## src/rtl/riscv_pkg.sv

```systemverilog
// Shared constants and typedefs for the 5-stage RISC-V pipeline.
// Decode, write-back and the register file all import this package.
package riscv_pkg;

   localparam int XLEN  = 32;
   localparam int NREGS = 32;
   localparam int AW    = $clog2(NREGS);

   typedef logic [AW-1:0]   reg_idx_t;
   typedef logic [XLEN-1:0] xlen_t;

endpackage : riscv_pkg

```

## src/rtl/regfile_read_port.sv

```systemverilog
// One combinational register-file read port.
// Handles the x0 zero rule, optional write-through bypass and array select.
module regfile_read_port
   import riscv_pkg::*;
#(
   parameter int XLEN   = riscv_pkg::XLEN,
   parameter int NREGS  = riscv_pkg::NREGS,
   parameter int AW     = riscv_pkg::AW,
   parameter bit BYPASS = 1'b1
) (
   input  logic [AW-1:0]   addr,
   input  logic [XLEN-1:0] regs [NREGS],
   input  logic            wr_en,
   input  logic [AW-1:0]   wr_addr,
   input  logic [XLEN-1:0] wr_data,
   output logic [XLEN-1:0] data
);

   // wr_en must already be qualified by reset so rd_w/result_w never leak through
   always_comb begin
      data = regs[addr];
      if (addr == '0) begin
         data = '0;
      end else if (BYPASS && wr_en && (wr_addr == addr)) begin
         data = wr_data;
      end
   end

endmodule : regfile_read_port

```

## src/rtl/reg_file_wb.sv

```systemverilog
// Integer register file x0-x31 with same-cycle WB bypass, a raw debug
// read port and a counter of committed non-x0 writes.
module reg_file_wb
   import riscv_pkg::*;
#(
   parameter int XLEN  = riscv_pkg::XLEN,
   parameter int NREGS = riscv_pkg::NREGS,
   parameter int AW    = riscv_pkg::AW,
   parameter int CNT_W = 32
) (
   input  logic             clk,
   input  logic             srst,
   input  logic             reg_write_w,
   input  logic [AW-1:0]    rd_w,
   input  logic [XLEN-1:0]  result_w,
   input  logic [AW-1:0]    rs1_d,
   input  logic [AW-1:0]    rs2_d,
   output logic [XLEN-1:0]  rd1_d,
   output logic [XLEN-1:0]  rd2_d,
   input  logic [AW-1:0]    dbg_addr,
   output logic [XLEN-1:0]  dbg_data,
   output logic [CNT_W-1:0] wr_count
);

   logic [XLEN-1:0] regs [NREGS];
   logic            wr_live;
   logic            commit;

   // Bypass is suppressed during reset; commit additionally excludes x0
   assign wr_live = reg_write_w && !srst;
   assign commit  = wr_live && (rd_w != '0);

   always_ff @(posedge clk) begin
      if (srst) begin
         for (int i = 0; i < NREGS; i++) begin
            regs[i] <= '0;
         end
         wr_count <= '0;
      end else if (commit) begin
         regs[rd_w] <= result_w;
         wr_count   <= wr_count + CNT_W'(1);
      end
   end

   regfile_read_port #(.XLEN(XLEN), .NREGS(NREGS), .AW(AW), .BYPASS(1'b1)) u_rs1 (
      .addr    (rs1_d),
      .regs    (regs),
      .wr_en   (wr_live),
      .wr_addr (rd_w),
      .wr_data (result_w),
      .data    (rd1_d)
   );

   regfile_read_port #(.XLEN(XLEN), .NREGS(NREGS), .AW(AW), .BYPASS(1'b1)) u_rs2 (
      .addr    (rs2_d),
      .regs    (regs),
      .wr_en   (wr_live),
      .wr_addr (rd_w),
      .wr_data (result_w),
      .data    (rd2_d)
   );

   // Debug port shows raw array contents only
   regfile_read_port #(.XLEN(XLEN), .NREGS(NREGS), .AW(AW), .BYPASS(1'b0)) u_dbg (
      .addr    (dbg_addr),
      .regs    (regs),
      .wr_en   (1'b0),
      .wr_addr ('0),
      .wr_data ('0),
      .data    (dbg_data)
   );

endmodule : reg_file_wb

```

## config.mk

```make
export PLATFORM = sky130hd
export DESIGN_NAME = reg_file_wb
export DESIGN_NICKNAME = d
export VERILOG_FILES = /design/src/rtl/riscv_pkg.sv /design/src/rtl/regfile_read_port.sv /design/src/rtl/reg_file_wb.sv
export SDC_FILE = /design/constraint.sdc
export NUM_CORES = 2
export LEC_CHECK = 0
export CAP_MARGIN = 20
export CORE_MARGIN = 2
export CORE_UTILIZATION = 32
export CTS_CLUSTER_SIZE = 30
export DETAILED_ROUTE_END_ITERATION = 12
export GPL_ROUTABILITY_DRIVEN = 0
export PLACE_DENSITY = 0.48
export SETUP_SLACK_MARGIN = 0.1
export SLEW_MARGIN = 0
export SYNTH_ARGS = -nofsm -noshare
export SYNTH_HDL_FRONTEND = slang
export SYNTH_HIERARCHICAL = 1
export SYNTH_SLANG_ARGS = --single-unit
```

## constraint.sdc

```tcl
create_clock -name clk -period 2.8 [get_ports clk]
set_input_delay 0.56 -clock clk [delete_from_list [all_inputs] [get_ports clk]]
set_output_delay 0.56 -clock clk [all_outputs]
set_load 0.01 [all_outputs]
```

# --- After elaboration in Yosys (flattened, before gate mapping) ---
# Index checks and enable logic that the tools add are counted.
# Widths: inputs -> output; s select.
classes:
  add_sub_neg: 1
  magnitude_cmp: 5
  n_eq_ne: 2
  n_mux: 17
  bitwise_logic: 4
  n_reduce_logical: 10
op_table:
  columns: ["operator", "n"]
  rows:
  - ["$bwmux 1024", 1]
  - ["$bmux 32 s5", 3]
  - ["$mux 32", 12]
  - ["$demux 32 s5", 1]
  - ["$add 32x1->32 const B", 1]
  - ["$ge 6x6->1 const B", 4]
  - ["$not 5->6", 4]
  - ["$logic_not 5->1", 3]
  - ["$eq 5x5->1", 2]
  - ["$lt 6x1->1 const B", 1]
  - ["$logic_and 1x1->1", 5]
  - ["$reduce_bool 5->1", 1]
  - ["$logic_not 1->1", 1]
word_totals:
  regBits: 1056
  elab_cells: 72
  inputBits: 55
  output_inout_bits: 128

# --- Depth between registers and ports, before layout ---
logic_depth:
  word_depth: 6
  ltp_mapped: 10
  depth_no_buf: 6

# --- By module ---
# The synthesis kept the hierarchy.
modules_own_cells:
  columns: ["module", "seq_area_each_um2", "area_per_inst_um2", "n_inst", "cells_per_inst"]
  rows:
  - ["reg_file_wb", 21140.3, 36622.6, 1, 4722]
  - ["regfile_read_port at u_rs1 ...", 0.0, 9090.0, 2, 852]
  - ["regfile_read_port at u_dbg", 0.0, 8368.0, 1, 664]

# --- Least setup slack after synthesis ---
# No wires, ideal clock.
synth_path:
  kind: "in2out"
  startpoint: "input port rs1_d[0]"
  endpoint: "output port rd1_d[17]"
  t_arrival_ps: 2199
  setup_slack_ps: 41
  required_time_ps: 2240
  path_buffers: 3
  stages: 7
  path_cell_list: "buf_6 -> buf_4 -> buf_4 -> mux4_2 -> a221oi_1 -> o22ai_1 -> a21o_1"
synth_via:
  elab_chain_cells: 6
  elab_cells_between_ends: 9
  cone_classes: "eq/ne (1); mux (5); bitwise (1); reduce/logical (2)"
synth_lines:
  columns: ["element", "line_no", "rtl"]
  rows:
  - ["start, declared", "reg_file_wb.sv:16", "input logic [AW-1:0] rs1_d,"]
  - ["$not 5->6 (not written as such)", "regfile_read_port.sv:21", "data = regs[addr];"]
  - ["$bmux 32 s5", "regfile_read_port.sv:21", null]
  - ["$mux 32 (not written as such) (2 in a row)", "regfile_read_port.sv:21", null]
  - ["$mux 32", "regfile_read_port.sv:24", "end else if (BYPASS && wr_en && (wr_addr == addr)) begin"]
  - ["$mux 32 (*)", "regfile_read_port.sv:22", "if (addr == '0) begin"]
  - ["end, declared", "reg_file_wb.sv:18", "output logic [XLEN-1:0] rd1_d,"]
# Every way passes the cells marked *; elsewhere a longest branch is shown, timed or not. The select of a mux whose other input is x is not followed.

# --- Final worst setup path ---
layout_path:
  startpoint: "register regs[7] (netlist bit)"
  endpoint: "output port rd1_d[7]"
layout_via:
  elab_chain_cells: 5
layout_lines:
  columns: ["element", "line_no", "rtl"]
  rows:
  - ["start, declared", "reg_file_wb.sv:25", "logic [XLEN-1:0] regs [NREGS];"]
  - ["start signal, assigned by index", "reg_file_wb.sv:40", "regs[rd_w] <= result_w;"]
  - ["$bmux 32 s5", "regfile_read_port.sv:21", null]
  - ["$mux 32 (not written as such) (2 in a row)", "regfile_read_port.sv:21", null]
  - ["$mux 32", "regfile_read_port.sv:24", null]
  - ["$mux 32", "regfile_read_port.sv:22", null]
# No other way between the ends. The select of a mux whose other input is x is not followed.

==> impl_metrics.ini <==
[routing]
wirelength_um = 345000
post-route-drc-count = 0
routed_via_density = 6.10
vias = 66251
first_pass_iters = 6
drt_iter0_drc = 8450
antenna_left = 0
wl_per_cell_um = 31.7

[grt]
grt_max_degree = 213
antenna_found_initial = 11
grt_usage_pct = 33.3
grt_pass1_wl_um = 479000
gr-total-overflow = 0
grt_pass1_vias = 62784

[final_layout]
n_fill_cell = 18559
areaGrowthSynthToFinish_pct = 40.0
multi_input_area_um2 = 41900
final_nets = 8166
finalInstanceArea_um2 = 88400
drive_above_1_share_pct = 38.9
seqCellArea_um2 = 21400

[clock_tree]
cts-buffers-inserted = 132
clock_sinks = 1056
cts_max_level = 4
clkTransAtPathRegs_ps = 60
cts_tree = done
cts-hold-fix-buffers = 0
clk_latency_ps = 810
cts_max_path_buffers = 3
root_buffer = clkbuf_16

[status]
violations = setup timing
status = finished, violations left

[pwr]
p_leak_uw = 0.0314
p_per_area_nw_per_um2 = 449
clkPwrFrac_pct = 45.1
p_seq_share_pct = 38.2
switching_share_pct = 28.8
intPower_uw = 28300
max-vdd-ir-drop_mv = 0.591
power_frac_comb_pct = 16.7
switchingPower_uw = 11400
p_total_uw = 39700

[hold_path]
worstHoldPathCells = 2
hold_class = reg2reg

[sta]
clock_skew_ps = 7.91
drv_slew = 0
report.final.hold_viol_count = 0
setup_ws_ps = -915
fmax_ghz = 0.269
setup_viol = 96
max_slew_margin_pct = 14.9
fin_crit_ps = 3710
timing.final.crit_share_pct = 133
worst_pin_slew_ps = 1280
rsz0062_at_grt = true

[worst_setup_path]
end_kind = output port
crit_fanout = 3
path_cells = mux4_2 -> a22o_1 -> a221oi_2 -> buf_4 -> o31a_1 -> a21oi_4 -> buf_6
start_kind = flip-flop
cp.required_ps = 2240
arrival_ps = 3150
cpPeakStageDelay_ps = 490
reg2reg_depth = 6
crit_type = reg2out
slowest_stage = mux4_2

[synthesis]
syn-cell-area_um2 = 63200
syn_area_per_cell_um2 = 8.91
yosysWarnings = 6
synth_cells = 7089
synth_nets = 7145

[die]
num_rows = 163
die_w_um = 448
die_h_um = 448
core_region_area_um2 = 197000
io_pins = 183
die_area_um2 = 201000
start_util_pct = 32.1

[placement]
dp_hpwl_um = 234000
io_buffer_count = 182
place_area_um2 = 77000

[flow_run]
max_cap_viol_count = 0
layout by cell type, fill, tap and decap left out, types with 47 or more instances in the layout:
master	count
a221oi_1	47
mux4_2	568
buf_6	201
a22oi_2	60
nand2_1	2096
mux2i_1	369
nor2b_1	64
buf_4	962
a21oi_1	1031
clkbuf_16	143
a221oi_2	54
dfxtp_2	194
buf_2	55
o21ai_1	49
buf_12	268
clkdlybuf4s50_1	65
o21ai_2	49
dfxtp_1	858
stage by stage:
stage               utilization (%)  instances  hold slack, ps  worst slack (ps)  setup TNS, ps
finish                         44.9      10855             470              -915         -42750
global route                   44.9      10854             484              -871         -42710
CTS                            43.9      10792             470              -747         -39860
detailed placement             39.1      10413             470             -1410        -223320
global placement               39.1      10413             463             -1430        -214970
floorplan                         -       7089             450              85.9              0
critical path: cells and delay by family (launching register included):
kind | cells | cell delay (ps)
flip-flops | 1 | 330
buffers and inverters | 2 | 340
multiplexers | 1 | 490
AO/OA/AOI/OAI | 4 | 1150
final cells by class:
type                    instances  share of cell area [%]
inverters                      14                  0.0622
clock buffers                 184                    4.38
repair buffers               1628                    19.7
clock inverters                51                   0.614
multi-input cells            5278                    47.3
well taps                    2640                    3.73
diodes                          4                  0.0113
flip-flops and latches       1056                    24.2
power by group through the flow:
stage               Combinational (uW)  Clock, uW  Sequential (uW)
CTS                               6090      18000            15100
global route                      6660      18700            15100
finish                            6620      17900            15100
global placement                  5390          0            15500
floorplan                         2470          0            15500
detailed placement                5390          0            15500
flip-flops by register name, summed over array words and instances, names as in the netlist:
name	count
wr_count	32
regs	1024
repair_timing:
action / 4_1_cts / 5_1_grt
resized for setup: 1299 / 394
setup endpoints to repair: 96 / 96
setup buffers: 135 / 70
gates cloned: 22 / 6
pin swaps: 214 / 185
per-layer routing:
layer / global-route usage (%) / share of wire [%] / routed length, um / up-vias
met5: 0 / 0.0075 / 26 / -
met1: 41.6 / 37 / 129000 / 32698
met3: 9.91 / 12 / 40600 / 1257
met4: 23.2 / 8.1 / 28000 / 4
li1: - / - / - / 27715
met2: 49.1 / 43 / 147000 / 4577
final timing paths:
path               start           end  slack (ps)
max              regs[7]      rd1_d[7]        -910
min            regs[557]     regs[557]         470
max reg2reg  wr_count[0]  wr_count[30]         440
min reg2reg    regs[557]     regs[557]         470
(Power assumes the default switching activity.)
